==> config.mk <==
export PLATFORM = sky130hd
export DESIGN_NAME = shift_reg_ctrl
export DESIGN_NICKNAME = d
export VERILOG_FILES = /design/src/rtl/shift_reg_ctrl.sv
export SDC_FILE = /design/constraint.sdc
export NUM_CORES = 1
export LEC_CHECK = 0
export CAP_MARGIN = 20
export CORE_AREA = 2 2 49 97
export CTS_BUF_LIST = sky130_fd_sc_hd__clkbuf_4
export DETAILED_ROUTE_END_ITERATION = 8
export DIE_AREA = 0 0 51 99
export GPL_TIMING_DRIVEN = 0
export PLACE_DENSITY = 0.78
export SLEW_MARGIN = 20
export SYNTH_ARGS = -nofsm -noshare
export SYNTH_HDL_FRONTEND = slang
export SYNTH_SLANG_ARGS = --single-unit
==> constraint.sdc <==
create_clock -name clk -period 2.6 [get_ports clk]
set_clock_uncertainty 0.1 [all_clocks]
set_input_delay 0.26 -clock clk [delete_from_list [all_inputs] [get_ports clk]]
set_output_delay 0.26 -clock clk [all_outputs]
set_load 0.1 [all_outputs]
==> src/rtl/shift_reg_ctrl.sv <==
// Load/shift sequencer for an N-bit parallel-load, right-shift register.
// Serialises the loaded word LSB first over a qualified sout stream.
module shift_reg_ctrl #(
  parameter int N  = 32,
  parameter int CW = 6
) (
  input  logic          clk,
  input  logic          rst,
  input  logic          start,
  input  logic [N-1:0]  din,
  input  logic [CW-1:0] amt,
  input  logic          fill,
  input  logic          hold,
  input  logic          reg_lsb,
  output logic [N-1:0]  r,
  output logic          l,
  output logic          e,
  output logic          w,
  output logic          busy,
  output logic          done,
  output logic          sout,
  output logic          sout_valid
);

  typedef enum logic [1:0] {
    IDLE,
    LOAD,
    SHIFT,
    DONE
  } state_t;

  localparam logic [CW-1:0] NMAX = CW'(N);

  state_t        state;
  state_t        nxt;
  logic [CW-1:0] cnt;
  logic [CW-1:0] amt_c;

  // Shifting more than N positions is meaningless; clamp to a full flush.
  assign amt_c = (amt > NMAX) ? NMAX : amt;

  always_ff @(posedge clk) begin
    if (rst) begin
      state <= IDLE;
      cnt   <= '0;
      r     <= '0;
    end else begin
      state <= nxt;
      if (state == IDLE && start) begin
        r   <= din;
        cnt <= amt_c;
      end else if (state == SHIFT && !hold) begin
        cnt <= cnt - CW'(1);
      end
    end
  end

  always_comb begin
    nxt        = state;
    l          = 1'b0;
    e          = 1'b0;
    sout       = 1'b0;
    sout_valid = 1'b0;
    done       = 1'b0;
    unique case (state)
      IDLE: begin
        if (start) nxt = LOAD;
      end
      LOAD: begin
        l   = 1'b1;
        nxt = (cnt == '0) ? DONE : SHIFT;
      end
      SHIFT: begin
        e          = ~hold;
        sout       = reg_lsb;
        sout_valid = ~hold;
        if (!hold && cnt == CW'(1)) nxt = DONE;
      end
      DONE: begin
        done = 1'b1;
        nxt  = IDLE;
      end
    endcase
  end

  assign busy = (state != IDLE);
  assign w    = fill;

endmodule

==> reports/metrics.yaml, run 1 <==
cts.htree.levels: 2
met1_usage: 0.189
cell_with_the_most_instances_after_synthesis: "nand2_1"
kind_of_end_point_of_the_critical_path: "output pin"
dpl.hpwl_um: 3370
post_synth.cell_area_avg_um2: 8.04
timing.critical_path.from_type: "flip-flop"
setup_viol_count_final: 0
rows: 34
leakage_nw: 0.996
areaGrowthSynthToFinish_pct: 54.4
n_antenna_cell: 0
post_cts.repair.setup_buffers: 0
syn_nets: 261
critPathMaxFanout: 4
layout_setup_ws_ps: 68.1
grt.met3_usage: 0.0212
design.portCount: 83
power.density_cell_area_nw_per_um2: 1120
synth.cell_area_um2: 1680
yosys_most_used_dff: "dfxtp_1"
dr.pass1.iters: 4
number_of_global_route_vias_before_repair: 1563
cts_tree: "built"
routed_vias: 1673
clock_tree.buffer_depth: 2
clock_tree.root_cell: "clkbuf_4"
wl_per_cell_um: 12.6
final.period_utilization: 0.974
hold_path_depth: 3
reg2reg_setup_slack_ps: 830
cell_count_of_the_worst_reg_to_reg_path: 6
numCtsBuffers: 5
setup-tns-final_ps: 0
layer_with_the_highest_usage: "met2"
initialDrtViolationCount: 19
grt_antenna_before_repair: 0
clk_latency_ps: 330
status: "completed"
post_drt_via_cell_ratio: 4.77
count_of_unresolved_drc_violations_after_routing: 0
place.detailed.instances: 343
netlist.top_cell.by_area: "dfxtp_1"
clk_pin_slew_ps: 110
fmax_mhz: 395
grt.met2_usage: 0.351
worst_r2r_endpoint: "r[7]$_SDFFE_PP0P_"
post_cts_hold_buffer_count: 0
crit-reg2reg-launch: "state[1]$_SDFFE_PP0P_"
max-slew-margin-rel: 0.331
global_route_wire_length_before_repair_um: 7100
die_w_um: 51
fraction_of_synthesized_cell_area_taken_by_the_top_area_cell_type: 0.477
grt_overflow_total: 0
totalWireLength_um: 4440
postSynth.asyncResetShare: 0
min-delay-start: "rst"
synth-seq-cells: 40
synth_edf_count: 0
filler_cell_count: 397
floorplan.die.height_um: 99
final-hold-violation-count: 0
clock_sinks: 40
grt_setup_unrepaired: "no"
placement.setup.worst_slack_ps: 33.0
grt_start_max_net_pins: 12
hold_path_end: "state[0]$_SDFFE_PP0P_"
yosysSeqAreaShare: 0.477
maxCapViolations: 0
netlist-cell-type-count: 27
biggest_area_contributors_in_the_synthesized_netlist: "dfxtp_1 48%, nand2_1 15%, a21oi_1 11%, ha_1 6.0%, xor2_1 2.1%"
cts.repair.resized: 5
critical_path_class: "flip-flop to output pin"
arrival_ps: 2170
starting_utilization_of_the_core_area: 0.391
die-area_um2: 5050
count_of_input_and_output_buffers: 80
holdWs_ps: 241
grt_use_total: 0.182
place.gp.congestion: 0.742
worstMarginPinSlew_ps: 1000
final_nets: 348
core_area_um2: 4300
final-max-slew-violation-count: 0
layout-drive-gt1-share: 0.0673
vdd.ir_drop.worst_v: 0.000723
hp-class: "primary input to flip-flop"
route.antenna.remaining_nets: 0
synthesis.yosys.warnings: 0
period_minus_slack_ps: 2530
ys_top_cells_by_count: "68 x nand2_1, 40 x dfxtp_1, 37 x a21oi_1, 9 x inv_1, 8 x ha_1"
crit_required_ps: 2240
syn_inst: 209
final_cell_count_no_fill: 351
-- sequential cells by signal (all words and copies together), names as in the netlist --
name	count
cnt	6
r	32
state	2
-- worst max-delay path by stage --
stage | startpoint | to | slack [ps] | cells after the start
final | state[1]$_SDFFE_PP0P_ | l | 70 | 3
after global routing | state[1]$_SDFFE_PP0P_ | l | 6 | 3
after CTS | state[0]$_SDFFE_PP0P_ | e | 40 | 5
after detailed placement | hold | sout_valid | 30 | 5
after global placement | hold | sout_valid | 40 | 5
after floorplan | state[1]$_SDFFE_PP0P_ | state[0]$_SDFFE_PP0P_ | 670 | 5
-- placed cells by master (no fill, tap or decap), drive strengths merged, types with 3 or more instances in the layout --
| cell type | instances |
|---|---|
| clkdlybuf4s50 | 76 |
| nand2 | 68 |
| dfxtp | 40 |
| a21oi | 38 |
| clkbuf | 13 |
| buf | 12 |
| inv | 9 |
| ha | 8 |
| nand3 | 4 |
| xor2 | 4 |
| a211oi | 4 |
| nor2 | 3 |
-- cells by family (layout without fill, tap and decap cells) --
family / Yosys count / after routing / synth area share
AO/OA/AOI/OAI: 49 / 49 / 0.167
flip-flops: 40 / 40 / 0.477
AND/OR/NAND/NOR: 82 / 82 / 0.205
XOR/XNOR: 5 / 5 / 0.0261
adder cells (fa/ha/maj): 8 / 8 / 0.0596
buffers and inverters: 25 / 113 / 0.0663
-- layout make-up --
type	count	area, um2	share of cell area
Sequential cell	40	801	0.309
Timing Repair Buffer	80	791	0.305
Multi-Input combinational cell	144	768	0.296
Buffer	16	77.6	0.0299
Tap cell	54	67.6	0.0260
Clock buffer	7	52.6	0.0203
Inverter	9	33.8	0.0130
Clock inverter	1	3.75	0.00145
-- metal layers --
metal  up-vias  wire length [um]
met4         0                74
met2        48              2560
li1        855                 -
met1       764              1650
met3         6               157
met5         -                 0
-- report_power, final --
part           switching, W  total [W]  internal [W]
Sequential        0.0000935   0.000837      0.000744
Clock              0.000188   0.000313      0.000125
Combinational       0.00129    0.00175      0.000460
Total               0.00157    0.00290       0.00133
-- critical path: stages, from the launching register on --
cell and delay, ps:
dfxtp_1 360, inv_1 130, ha_1 210, clkdlybuf4s50_1 1140
-- stage by stage --
stage / area [um2] / power, W / utilization
2_1_floorplan: 1680 / 0.00220 / -
3_3_place_gp: 2550 / 0.00261 / 0.593
3_5_place_dp: 2550 / 0.00263 / 0.593
4_1_cts: 2600 / 0.00293 / 0.605
5_1_grt: 2590 / 0.00306 / 0.604
6_report: 2590 / 0.00290 / 0.604
(Power assumes the default switching activity.)
==> inputs of run 2 (changes only) <==
CTS_BUF_LIST = not set   (was sky130_fd_sc_hd__clkbuf_4)
DONT_BUFFER_PORTS = 1   (was not set)
PLACE_DENSITY = not set   (was 0.78)
SLEW_MARGIN = not set   (was 20)
==> run 2 against run 1 <==
Wire length down 4.1%. Critical path depth increased by 2. Utilization is 13 points lower. Global-route usage is 0.36 points lower. Final area is 22% lower. Sequential power up 79%. Worst hold slack lost 230 ps. Sequential share of layout area rose by 8.6 points. Largest cell class is now registers. Clock-buffer cell count increased by 1. Register-to-register slack worse by 340 ps.
==> reports/metrics.yaml, run 2 (synthesis gave the netlist of run 1 again) <==
starting_utilization_of_the_core_area: 0.391  # unchanged
met3WireLength_um: 277  # was 157 um
dpl.hpwl_um: 3080  # was 3370 um
die_w_um: 51  # unchanged
count_of_unresolved_drc_violations_after_routing: 0  # unchanged
maxCapViolations: 0  # unchanged
final_nets: 287  # was 348
arrival_ps: 1820  # was 2170 ps
max-slew-margin-rel: 0.328  # was 0.331
crit-reg2reg-launch: "state[1]$_SDFFE_PP0P_"  # unchanged
grt_setup_unrepaired: "no"  # unchanged
post_cts_hold_buffer_count: 18  # was 0
routed_vias: 1465  # was 1673
met2_length_um: 2390  # was 2560 um
timing.critical_path.from_type: "flip-flop"  # unchanged
placement.setup.worst_slack_ps: 516  # was 33.0 ps
place.gp.congestion: 0.739  # was 0.742
fmax_mhz: 458  # was 395 MHz
clock_tree.buffer_depth: 2  # unchanged
clk_latency_ps: 280  # was 330 ps
min-delay-start: "din[6]"  # was rst
cell_count_of_the_worst_reg_to_reg_path: 5  # was 6
combinationalPowerShare: 0.313  # was 0.604
status: "completed"  # unchanged
post_cts.repair.setup_buffers: 0  # unchanged
vdd.ir_drop.worst_v: 0.000829  # was 0.000723 V
crit_path_max_incr_delay_ps: 360  # was 1140 ps
cts.repair.resized: 0  # was 5
hp-class: "primary input to flip-flop"  # unchanged
clockPowerShare: 0.148  # was 0.108
areaGrowthSynthToFinish_pct: 20.7  # was 54.4%
filler_cell_count: 444  # was 397
numCtsBuffers: 5  # unchanged
timing.critical_path.buf_inv: 3  # was 2
wl_per_cell_um: 14.7  # was 12.6 um
clock_sinks: 40  # unchanged
power.density_cell_area_nw_per_um2: 1370  # was 1120 nW/um2
hold_path_depth: 2  # was 3
clk_pin_slew_ps: 70  # was 110 ps
leakage_nw: 0.780  # was 0.996 nW
reg_top3: "r (32), cnt (6), state (2)"  # unchanged
crit_required_ps: 2240  # about the same
share_seq_of_total_power: 0.539  # was 0.288
cp_cell_sequence: "inv_1 -> ha_1 -> nor2b_1 -> buf_4 -> buf_4"  # was inv_1 -> ha_1 -> clkdlybuf4s50_1
route.antenna.remaining_nets: 0  # unchanged
worst_r2r_endpoint: "state[0]$_SDFFE_PP0P_"  # was r[7]$_SDFFE_PP0P_
global_route_wire_length_before_repair_um: 6800  # was 7100 um
design.portCount: 83  # unchanged
grt_use_total: 0.178  # was 0.182
die-area_um2: 5050  # unchanged
clock_tree.root_cell: "clkbuf_8"  # was clkbuf_4
routedLengthMet1_um: 1470  # was 1650 um
cts_tree: "built"  # unchanged
most-common-layout-cells: "68 x nand2_1, 40 x dfxtp_1, 37 x a21oi_1, 19 x dlygate4sd3_1, 9 x inv_1"  # was 76 x clkdlybuf4s50_1, 68 x nand2_1, 40 x dfxtp_1, 37 x a21oi_1, 9 x inv_1
cell_internal_pwr_w: 0.00122  # was 0.00133 W
layout_setup_ws_ps: 415  # was 68.1 ps
final-hold-violation-count: 0  # unchanged
setup-tns-final_ps: 0  # unchanged
totalPowerFinal_w: 0.00278  # was 0.00290 W
critical_path_class: "flip-flop to output pin"  # unchanged
largest_register: "r"  # unchanged
grt_start_max_net_pins: 12  # unchanged
final.period_utilization: 0.840  # was 0.974
p_sw_frac: 0.561  # was 0.542
layout-drive-gt1-share: 0.0720  # was 0.0673
period_minus_slack_ps: 2180  # was 2530 ps
dr.pass1.iters: 4  # unchanged
hold_path_end: "r[6]$_SDFFE_PP0P_"  # was state[0]$_SDFFE_PP0P_
rows: 34  # unchanged
switching_power_w: 0.00156  # was 0.00157 W
reg2reg_setup_slack_ps: 490  # was 830 ps
highest_layer: "met4"  # unchanged
initialDrtViolationCount: 16  # was 19
critPathMaxFanout: 9  # was 4
post_drt_via_cell_ratio: 5.05  # was 4.77
critPathTopFamily: "buffers and inverters"  # unchanged
grt_overflow_total: 0  # unchanged
number_of_global_route_vias_before_repair: 1483  # was 1563
floorplan.die.height_um: 99  # unchanged
critical-path-top-cell-by-count: "buf_4"
largest_reg_flops: 32  # unchanged
worstMarginPinSlew_ps: 1010  # was 1000 ps
count_of_input_and_output_buffers: 0  # was 80
cts.htree.levels: 2  # unchanged
setup_viol_count_final: 0  # unchanged
final-max-slew-violation-count: 0  # unchanged
totalWireLength_um: 4250  # was 4440 um
grt_antenna_before_repair: 0  # unchanged
n_antenna_cell: 0  # unchanged
layout.cells.most_common: "nand2_1"  # was clkdlybuf4s50_1
kind_of_end_point_of_the_critical_path: "output pin"  # unchanged
crit_path_top_delay_cell: "buf_4"  # was clkdlybuf4s50_1
core_area_um2: 4300  # unchanged
-- run 2: cell types whose count changed in the layout (fill, tap and decap cells not counted), sizes merged --
| cell | previous run | this run |
|---|---|---|
| clkinv | 1 | 0 |
| buf | 12 | 11 |
| clkdlybuf4s50 | 76 | 0 |
| dlygate4sd3 | 0 | 19 |
| dlygate4sd2 | 2 | 0 |
-- run 2: power groups by stage --
stage | logic (W) | registers [W] | clock network, W
finish | 0.000870 | 0.00150 | 0.000410
global placement | 0.000837 | 0.00151 | 0
global route | 0.000962 | 0.00151 | 0.000451
CTS | 0.000875 | 0.00150 | 0.000435
detailed placement | 0.000851 | 0.00151 | 0
floorplan | 0.000720 | 0.00148 | 0
-- run 2: cell type report --
cell class	count	area [um2]	area share
Buffer	16	77.6	0.0382
Clock buffer	8	90.1	0.0444
Inverter	9	33.8	0.0167
Multi-Input combinational cell	144	768	0.379
Sequential cell	40	801	0.395
Tap cell	54	67.6	0.0333
Timing Repair Buffer	19	190	0.0938
-- run 2: how the worst max path moves through the flow --
stage                                startpoint                    end  slack [ps]  cells after the start
final                     state[0]$_SDFFE_PP0P_             sout_valid         420                      5
after CTS                 state[0]$_SDFFE_PP0P_             sout_valid         400                      5
after floorplan           state[1]$_SDFFE_PP0P_  state[0]$_SDFFE_PP0P_         670                      5
after global placement    state[1]$_SDFFE_PP0P_  state[0]$_SDFFE_PP0P_         530                      5
after global routing      state[0]$_SDFFE_PP0P_             sout_valid         310                      5
after detailed placement  state[1]$_SDFFE_PP0P_  state[0]$_SDFFE_PP0P_         520                      5
-- run 2: per-layer routing --
layer | GRT usage | vias to the layer above
met5 | 0 | -
met4 | 0.0977 | 0
met3 | 0.0409 | 9
met2 | 0.339 | 51
met1 | 0.163 | 677
li1 | - | 728
-- run 2: through the flow --
stage | area [um2] | utilization | hold slack, ps | cells
after floorplan | 1680 | - | 296 | 209
after detailed placement | 1750 | 0.407 | 303 | 263
after global routing | 2030 | 0.472 | 0.499 | 290
after global placement | 1750 | 0.407 | 298 | 263
after CTS | 2020 | 0.470 | 0.734 | 289
final | 2030 | 0.472 | 9.52 | 290
==> inputs of run 3 (changes only) <==
clock period = 1.8 ns   (was 2.6 ns; I/O delays follow)
==> run 3 against run 2 <==
Worst hold slack better by 51 ps. First-iteration DRC count is 25% lower. Utilization is 6.3 points higher. Critical endpoint unchanged. Flip-flop and latch count stayed put.
==> reports/metrics.yaml, run 3 (synthesis gave the netlist of run 1 again) <==
status: "completed"  # unchanged
leakage_nw: 0.879  # was 0.780 nW
vdd.ir_drop.worst_v: 0.000993  # was 0.000829 V
routedLengthMet1_um: 1510  # was 1470 um
largest_reg_flops: 32  # unchanged
largest_register: "r"  # unchanged
crit_path_max_incr_delay_ps: 340  # was 360 ps
final_nets: 307  # was 287
critical-path-top-cell-by-count: "buf_12"  # was buf_4
critPathTopFamily: "buffers and inverters"  # unchanged
arrival_ps: 1490  # was 1820 ps
power.density_cell_area_nw_per_um2: 1850  # was 1370 nW/um2
post_drt_via_cell_ratio: 4.92  # was 5.05
layout.cells.most_common: "nand2_1"  # unchanged
cts.htree.levels: 2  # unchanged
grt_overflow_total: 0  # unchanged
design.portCount: 83  # unchanged
route.antenna.remaining_nets: 0  # unchanged
met3WireLength_um: 233  # was 277 um
final_cell_count_no_fill: 310  # was 290
cts_tree: "built"  # unchanged
timing.critical_path.from_type: "flip-flop"  # unchanged
starting_utilization_of_the_core_area: 0.391  # unchanged
n_antenna_cell: 0  # unchanged
most-common-layout-cells: "68 x nand2_1, 40 x dfxtp_1, 37 x a21oi_1, 37 x dlygate4sd3_1, 7 x inv_1"  # was 68 x nand2_1, 40 x dfxtp_1, 37 x a21oi_1, 19 x dlygate4sd3_1, 9 x inv_1
dpl.hpwl_um: 3030  # was 3080 um
place.gp.congestion: 0.759  # was 0.739
routed_vias: 1526  # was 1465
count_of_input_and_output_buffers: 0  # unchanged
worstMarginPinSlew_ps: 1010  # about the same
fmax_mhz: 564
clock_sinks: 40  # unchanged
critical_path_class: "flip-flop to output pin"  # unchanged
clk_latency_ps: 280  # about the same
global_route_wire_length_before_repair_um: 6930  # was 6800 um
final-hold-violation-count: 0  # unchanged
timing.critical_path.buf_inv: 3  # unchanged
areaGrowthSynthToFinish_pct: 36.7  # was 20.7%
crit_required_ps: 1520  # was 2240 ps
grt_start_max_net_pins: 13  # was 12
kind_of_end_point_of_the_critical_path: "output pin"  # unchanged
grt_use_total: 0.180  # was 0.178
count_of_unresolved_drc_violations_after_routing: 0  # unchanged
wl_per_cell_um: 13.9  # was 14.7 um
period_minus_slack_ps: 1770
clock_tree.buffer_depth: 2  # unchanged
hp-class: "primary input to flip-flop"  # unchanged
maxCapViolations: 0  # unchanged
max-slew-margin-rel: 0.324  # was 0.328
dr.pass1.iters: 4  # unchanged
number_of_global_route_vias_before_repair: 1558  # was 1483
layout-drive-gt1-share: 0.117  # was 0.0720
grt_setup_unrepaired: "yes"  # was no
critPathMaxFanout: 6  # was 9
reg_top3: "r (32), cnt (6), state (2)"  # unchanged
core_area_um2: 4300  # unchanged
die-area_um2: 5050  # unchanged
cp_cell_sequence: "inv_2 -> ha_2 -> nor2b_4 -> buf_12 -> buf_12"  # was inv_1 -> ha_1 -> nor2b_1 -> buf_4 -> buf_4
rows: 34  # unchanged
die_w_um: 51  # unchanged
initialDrtViolationCount: 12  # was 16
final-max-slew-violation-count: 0  # unchanged
met2_length_um: 2440  # was 2390 um
floorplan.die.height_um: 99  # unchanged
final.period_utilization: 0.984
clk_pin_slew_ps: 80  # was 70 ps
holdWs_ps: 60.1  # was 9.52 ps
setup_viol_count_final: 0  # unchanged
clock_tree.root_cell: "clkbuf_8"  # unchanged
crit_path_top_delay_cell: "dfxtp_1"  # was buf_4
totalWireLength_um: 4300  # was 4250 um
place.detailed.instances: 263  # unchanged
highest_layer: "met4"  # unchanged
numCtsBuffers: 5  # unchanged
grt_antenna_before_repair: 0  # unchanged
-- run 3: path summary, 6_finish.rpt --
kind / from / endpoint / slack (ps) / cells past startpoint
setup / recovery: state[0]$_SDFFE_PP0P_ / sout_valid / 30 / 5
hold / removal: amt[2] / cnt[2]$_SDFFE_PP0P_ / 60 / 2
setup reg to reg: state[1]$_SDFFE_PP0P_ / state[0]$_SDFFE_PP0P_ / 60 / 5
hold reg to reg: state[0]$_SDFFE_PP0P_ / state[0]$_SDFFE_PP0P_ / 450 / 2
-- run 3: final cells by class --
cell class / instances / area (um2)
sequential: 40 / 801
multi-input combinational: 144 / 785
inverter: 9 / 37.5
fill: 405 / 2000
clock inverter: 2 / 35.0
clock buffer: 6 / 72.6
buffer: 16 / 116
tap: 54 / 67.6
timing repair buffer: 39 / 383
-- run 3: timing repair --
item / CTS / global route
pin swaps: 0 / 0
endpoints found under the setup margin: 8 / 38
hold buffers: 37 / 0
endpoints found under the hold margin: 37 / 0
cloned: 1 / 0
resized for setup: 13 / 9
buffers inserted: 0 / 1
-- run 3: where the power goes --
part | internal, W | switching [W]
Combinational | 0.000486 | 0.000901
Clock | 0.000411 | 0.000291
Sequential | 0.00107 | 0.00109
-- run 3: metrics by stage --
| step | setup slack [ps] | util | TNS, ps | power [W] | area, um2 |
|---|---|---|---|---|---|
| floorplan | 77.7 | - | 0 | 0.00318 | 1680 |
| global placement | -55.2 | 0.407 | -142 | 0.00339 | 1750 |
| detailed placement | -77.4 | 0.407 | -212 | 0.00341 | 1750 |
| CTS | -4.28 | 0.529 | -4.28 | 0.00426 | 2270 |
| global route | -36.9 | 0.535 | -96.5 | 0.00448 | 2300 |
| finish | 28.2 | 0.535 | 0 | 0.00425 | 2300 |
-- run 3: layer usage --
| layer | GRT usage | up-vias |
|---|---|---|
| li1 | - | 770 |
| met1 | 0.181 | 697 |
| met2 | 0.332 | 48 |
| met3 | 0.0364 | 11 |
| met4 | 0.0915 | 0 |
| met5 | 0 | - |
